<file path="src/rtl/puf_auth_sequencer.sv">
// puf_auth_sequencer: enroll/authenticate sequencer driving a PUF challenge/response interface
module puf_auth_sequencer #(
  parameter int         N_CHAL    = 16,
  parameter logic [7:0] CHAL_BASE = 8'h00,
  parameter logic [7:0] CHAL_STEP = 8'h01,
  parameter int         THRESH    = 16,
  parameter int         TIMEOUT   = 1000000
) (
  input  logic        clk,
  input  logic        reset,
  input  logic        start,
  input  logic        mode,
  output logic [7:0]  challenge,
  output logic        puf_enable,
  input  logic [7:0]  puf_response,
  input  logic        puf_valid,
  output logic        busy,
  output logic        done,
  output logic        pass,
  output logic        enrolled,
  output logic        timeout_err,
  output logic [11:0] hd_total
);
  localparam int IW = N_CHAL > 1 ? $clog2(N_CHAL) : 1;
  localparam int TW = $clog2(TIMEOUT) + 1;
  typedef enum logic [1:0] {IDLE, WAIT, GAP, FINISH} state_t;
  state_t        state, state_n;
  logic [IW-1:0] idx, idx_n;
  logic [TW-1:0] timer, timer_n;
  logic          mode_q, mode_n;
  logic [7:0]    chal_n;
  logic          en_n, busy_n, done_n, pass_n, enr_n, to_n, wr;
  logic [11:0]   hd_n;
  logic [7:0]    tbl [N_CHAL];
  logic [7:0]    ref_resp;
  assign ref_resp = tbl[idx];
  // next-state and next-output computation for every registered output
  always_comb begin
    state_n = state;
    idx_n   = idx;
    timer_n = timer;
    mode_n  = mode_q;
    chal_n  = challenge;
    en_n    = puf_enable;
    busy_n  = busy;
    done_n  = 1'b0;
    pass_n  = pass;
    enr_n   = enrolled;
    to_n    = timeout_err;
    hd_n    = hd_total;
    wr      = 1'b0;
    case (state)
      IDLE: if (start) begin
        mode_n = mode;
        pass_n = 1'b0;
        to_n   = 1'b0;
        hd_n   = '0;
        busy_n = 1'b1;
        if (mode && !enrolled) state_n = FINISH;
        else begin
          idx_n   = '0;
          timer_n = '0;
          enr_n   = mode ? enrolled : 1'b0;
          chal_n  = CHAL_BASE;
          en_n    = 1'b1;
          state_n = WAIT;
        end
      end
      WAIT: if (puf_valid) begin
        wr      = !mode_q;
        hd_n    = mode_q ? hd_total + 12'($countones(puf_response ^ ref_resp)) : hd_total;
        en_n    = 1'b0;
        timer_n = '0;
        state_n = GAP;
      end else if (timer == TW'(TIMEOUT - 1)) begin
        to_n    = 1'b1;
        en_n    = 1'b0;
        state_n = FINISH;
      end else timer_n = timer + 1'b1;
      GAP: if (idx == IW'(N_CHAL - 1)) state_n = FINISH;
      else begin
        idx_n   = idx + 1'b1;
        chal_n  = challenge + CHAL_STEP;
        en_n    = 1'b1;
        state_n = WAIT;
      end
      FINISH: begin
        done_n  = 1'b1;
        busy_n  = 1'b0;
        enr_n   = enrolled | (!mode_q && !timeout_err);
        pass_n  = mode_q && enrolled && !timeout_err && ({20'd0, hd_total} <= 32'(THRESH));
        state_n = IDLE;
      end
      default: state_n = IDLE;
    endcase
  end
  // state and output registers
  always_ff @(posedge clk) begin
    if (reset) begin
      state       <= IDLE;
      idx         <= '0;
      timer       <= '0;
      mode_q      <= 1'b0;
      challenge   <= '0;
      puf_enable  <= 1'b0;
      busy        <= 1'b0;
      done        <= 1'b0;
      pass        <= 1'b0;
      enrolled    <= 1'b0;
      timeout_err <= 1'b0;
      hd_total    <= '0;
    end else begin
      state       <= state_n;
      idx         <= idx_n;
      timer       <= timer_n;
      mode_q      <= mode_n;
      challenge   <= chal_n;
      puf_enable  <= en_n;
      busy        <= busy_n;
      done        <= done_n;
      pass        <= pass_n;
      enrolled    <= enr_n;
      timeout_err <= to_n;
      hd_total    <= hd_n;
    end
  end
  // enrollment response table, left unreset since enrolled gates its use
  always_ff @(posedge clk) begin
    if (wr) tbl[idx] <= puf_response;
  end
endmodule

</file>
<file path="config.mk">
export PLATFORM = sky130hd
export DESIGN_NAME = puf_auth_sequencer
export DESIGN_NICKNAME = d
export VERILOG_FILES = /design/src/rtl/puf_auth_sequencer.sv
export SDC_FILE = /design/constraint.sdc
export NUM_CORES = 1
export LEC_CHECK = 0
export CAP_MARGIN = 10
export CORE_ASPECT_RATIO = 0.8
export CORE_MARGIN = 1
export CORE_UTILIZATION = 65
export CTS_CLUSTER_DIAMETER = 40
export DETAILED_ROUTE_END_ITERATION = 6
export PLACE_DENSITY_LB_ADDON = 0.3
export SYNTH_ARGS = -nofsm -noshare
export SYNTH_HDL_FRONTEND = slang
export SYNTH_SLANG_ARGS = --single-unit
</file>
<file path="constraint.sdc">
create_clock -name clk -period 14.4 [get_ports clk]
set_clock_uncertainty 0.2 [all_clocks]
set_input_delay 2.88 -clock clk [delete_from_list [all_inputs] [get_ports clk]]
set_output_delay 2.88 -clock clk [all_outputs]
set_load 0.01 [all_outputs]
</file>
# After elaboration in Yosys (flattened, before gate mapping)
# Memories as Yosys holds them, arrays and structs flattened. A register that Yosys moved wholly into a read port is not among the register bits.
# Cells that the tools add are included.
# Widths: inputs -> output; s select.
[totals]
word_cells = 111
input_bits = 13
mem_count = 1
register_bits = 54
ramBits = 128
[memory_table]
columns = ["memory", "words", "width", "rd", "rd_clocked_by_memory_dff", "write_ports", "line", "text"]
rows = [
  ["tbl", 16, 8, 1, 1, 1, "34", "logic [7:0] tbl [N_CHAL];"],
]
[op_classes]
eq_ne = 15
reduce_logical = 22
n_addsub = 11
order_cmp = 1
mux = 47
n_bitwise = 2
[ops]
columns = ["operator", "n"]
rows = [
  ["$mux 21", 4],
  ["$pmux 21 s2", 1],
  ["$mux 12", 3],
  ["$mux 8", 3],
  ["$pmux 12 s2", 1],
  ["$add 21x1->21 const B", 1],
  ["$eq 21x20->1 const B", 1],
  ["$mux 4", 5],
  ["$reduce_and 4->1", 5],
  ["$mux 1", 17],
  ["$ne 2x2->1 const B", 8],
  ["$pmux 8 s2", 1],
  ["$add 12x4->12", 1],
  ["$le 12x5->1 const B", 1],
  ["$mux 2", 5],
  ["$add 1x1->2", 4],
  ["$add 8x1->8 const B", 1],
  ["$pmux 1 s2", 4],
  ["$pmux 2 s4", 1],
  ["$pmux 4 s2", 1],
  ["$xor 8x8->8", 1],
  ["$add 2x2->3", 2],
  ["$ne 3x3->1 const B", 2],
  ["$reduce_and 2->1", 3],
  ["other kinds (13)", 22],
]

# Logic depth before layout (Yosys ltp)
[logic_depth]
word_depth = 8
mapped_depth = 20
ltp_nobuf = 18

# Worst setup path after synthesis
# OpenSTA, ideal clock, no wires.
[synth_path]
path_kind = "input to register"
start = "input puf_response[0]"
end = "register hd_total[10]"
cell_stages = 14
setup_slack_ns = 7.957
setup_time_ns = 0.060
t_arrival_ns = 6.184
path_cell_list = "xor2_1 > fa_1 > fa_1 > inv_1 > fa_1 > inv_1 > fa_1 > inv_1 > fa_1 > nor2b_1 > o21ai_0 > a21oi_1 > a311oi_1 > a41o_1"
[synth_via]
elab_chain_len = 8
[synth_lines]
columns = ["element", "line", "text"]
rows = [
  ["start, declared", "15", "input logic [7:0] puf_response,"],
  ["$xor 8x8->8", "71", "hd_n = mode_q ? hd_total + 12'($countones(puf_response ^ ref_resp)) : hd_total;"],
  ["$add 1x1->2 (implied by the code)", "71", ""],
  ["$add 2x2->3 (implied by the code)", "71", ""],
  ["$add 3x3->4 (implied by the code)", "71", ""],
  ["$add 12x4->12", "71", ""],
  ["$mux 12", "71", ""],
  ["$mux 12", "69", "WAIT: if (puf_valid) begin"],
  ["$pmux 12 s2", "52", "case (state)"],
  ["end signal, assigned", "124", "hd_total <= hd_n;"],
  ["end, declared", "22", "output logic [11:0] hd_total"],
]
# Every way passes these cells. The select of a mux whose other input is x is not followed.
# A chain may end at the register's enable or synchronous reset.

# Worst setup path in the final report
[layout_path]
start = "input puf_response[2]"
end = "register hd_total[10]"
# Same word-level chain as after synthesis.

==> qor.yml <==
status: "finished, final reports clean"
drv_slew: 0
grt_setup_unrepaired: "false"
fin_nets: 664
synth_fp_nets: 630
drive_above_1_share_pct: 11.9
multi_input_area_sq_um: 2910
yosysSeqAreaShare_pct: 61.9
fin_crit_ns: 7.21
regArea_sq_um: 5000
die_x_um: 127
worstPathArrival_ns: 7.37
ys_ff_latch: 186
ys.flop_type: "edfxtp_1"
synth_cell_type_count: 55
cap_violations: 0
fillCellCount: 760
htree_levels: 4
setup_tns_ns: 0
worst_pin_slew_ns: 1.12
route.detailed.drc: 0
post_cts_resized: 0
dp_hpwl_um: 10700
numCtsBuffers: 17
dieArea_sq_um: 12900
power.density_nw_per_um2: 123
pin_count: 39
critPathKind: "in2reg"
wl_per_cell_um: 21.0
worstPathMaxFanout: 17
firstDrtPassIters: 5
drtIter0Drc: 483
hold_violations: 0
cts_tree: "yes"
die_h_um: 102
reg2reg_slack_ns: 8.75
synth-edff-count: 128
start_util_pct: 66.5
yosysWarningCount: 0
required_ns: 14.56
gp_congestion: 0.853
p_leak_nw: 2.90
area_growth_pct: 12.4
instances_no_fill: 798
post-route-period-util_pct: 50.1
finalSetupViolations: 0
slew_headroom_pct: 25.1
cts_sinks: 186
num_antenna_cells: 0
stdcell_area_sq_um: 9090
ant_nets: 0
viasPerCell: 6.40
clk_pin_slew_ns: 0.06
dp_cells: 767
io_buffers: 38
cp-start-kind: "input pin"
synthCells: 600
grt_pass1_wl_um: 26100
dpl-instance-area_sq_um: 8580
fmax_mhz: 139
clockBufferDepth: 2
core-area_sq_um: 12200
async_reset_ff_share_pct: 0
cts_setup_buffers: 0
end_kind: "flop"
irDropWorstVdd_mv: 0.0918
grt_util_all_layers_pct: 27.8
worstSkewPairLatency_ns: 0.42
hold_class: "reg2reg"
cts_hold_buf: 0
gr-total-overflow: 0
synth.avg_cell_area_sq_um: 13.5
syn_area_sq_um: 8090
grt_pass1_vias: 4792
via_count: 5106
routed_wl_um: 16800
grt_max_degree: 33
grt_antenna_before_repair: 0
root_buffer: "clkbuf_16"
fp-row-count: 36
[stage by stage]
stage | total power, mW | util, % | hold WS (ns) | setup WS [ns]
2_1_floorplan | 0.681 | - | 0.260 | 7.96
3_3_place_gp | 0.711 | 70.5 | 0.277 | 6.95
3_5_place_dp | 0.715 | 70.5 | 0.284 | 6.78
4_1_cts | 1.13 | 74.8 | 0.294 | 7.21
5_1_grt | 1.16 | 74.8 | 0.322 | 7.01
6_report | 1.12 | 74.8 | 0.301 | 7.19
[cell usage after synthesis, drive strengths merged, types with 2 or more instances]
master / count / share of area (%)
a21o: 3 / 0.28
or2: 5 / 0.39
a31o: 2 / 0.22
xor2: 9 / 0.97
and4: 2 / 0.22
or3: 8 / 0.62
buf: 17 / 1.2
nand3: 24 / 1.5
clkbuf: 10 / 0.46
nand4b: 2 / 0.22
mux4: 32 / 8.9
xnor2: 20 / 2.2
a221oi: 2 / 0.29
nand2b: 10 / 0.80
nand2: 31 / 1.4
nor4: 8 / 0.62
dfxtp: 58 / 14
nor3b: 4 / 0.37
a31oi: 2 / 0.15
a211oi: 12 / 1.1
or4: 3 / 0.28
o21ai: 13 / 0.80
inv: 17 / 0.79
fa: 5 / 1.2
o31ai: 2 / 0.19
nand4: 7 / 0.54
nor2: 55 / 2.6
and3: 6 / 0.46
mux2i: 12 / 1.5
and2: 2 / 0.15
nor2b: 11 / 0.97
ha: 12 / 1.9
edfxtp: 128 / 48
nor3: 17 / 1.1
nor4b: 5 / 0.54
a21oi: 35 / 2.2
[cells in the final DEF, fill, tap and decap left out, drive strengths merged, types with 19 or more instances in the layout]
| cell type | Yosys | layout |
|---|---|---|
| edfxtp | 128 | 128 |
| dfxtp | 58 | 58 |
| nor2 | 55 | 55 |
| clkbuf | 10 | 19 |
| mux4 | 32 | 32 |
| nand3 | 24 | 24 |
| a21oi | 35 | 35 |
| nand2 | 31 | 31 |
| clkdlybuf4s50 | 0 | 38 |
| xnor2 | 20 | 20 |
[final cells by class]
class | count | area share [%]
Inverter | 17 | 0.702
Sequential cell | 186 | 55.0
Timing Repair Buffer | 42 | 4.51
Tap cell | 152 | 2.09
Clock inverter | 12 | 0.922
Clock buffer | 19 | 4.76
Multi-Input combinational cell | 370 | 32.0
[worst max-delay path: stages]
cell and delay [ns]:
clkdlybuf4s50_1 0.80, xor2_1 0.29, fa_1 0.51, fa_1 0.55
inv_1 0.05, fa_1 0.53, inv_1 0.05, fa_1 0.46
inv_1 0.09, fa_1 0.20, nor2b_1 0.06, o21ai_0 0.28
a21oi_1 0.19, a311oi_1 0.30, a41o_1 0.12
[kinds of logic after synthesis]
group | Yosys count | share of synthesized area, %
adders and majority gates | 17 | 3.09
and+or+nand+nor | 201 | 12.8
xor gates and xnor gates | 29 | 3.14
buffers and inverters | 44 | 2.48
DFF | 186 | 61.9
AOI/OAI and AO/OA | 78 | 6.06
muxes | 45 | 10.5
[state kept, by name, indices dropped and copies added (netlist names), named ones only]
signal and cells:
timer 21, done 1, enrolled 1, mode_q 1, idx 4, busy 1
hd_total 12, pass 1, challenge 8, timeout_err 1, tbl 128, state 2
puf_enable 1
[power breakdown]
| part | total [mW] | internal (mW) | switching [mW] |
|---|---|---|---|
| Clock | 0.416 | 0.232 | 0.184 |
| Sequential | 0.585 | 0.576 | 0.00830 |
| Combinational | 0.120 | 0.0517 | 0.0685 |
| Total | 1.12 | 0.860 | 0.261 |
[routing by layer]
metal / global-route usage, % / share of wire (%) / up-vias
li1: - / - / 2329
met5: 0 / 0 / -
met1: 39.4 / 45 / 2556
met3: 6.39 / 6.1 / 19
met4: 8.97 / 1.1 / 0
met2: 43.4 / 48 / 202
[final timing paths]
kind                   start      endpoint  depth (start not counted)
min reg2reg     challenge[1]  challenge[1]                          2
max          puf_response[2]  hd_total[10]                         15
min             challenge[1]  challenge[1]                          2
max reg2reg             flop  hd_total[10]                         19
Power figures use the tool's default switching activity.
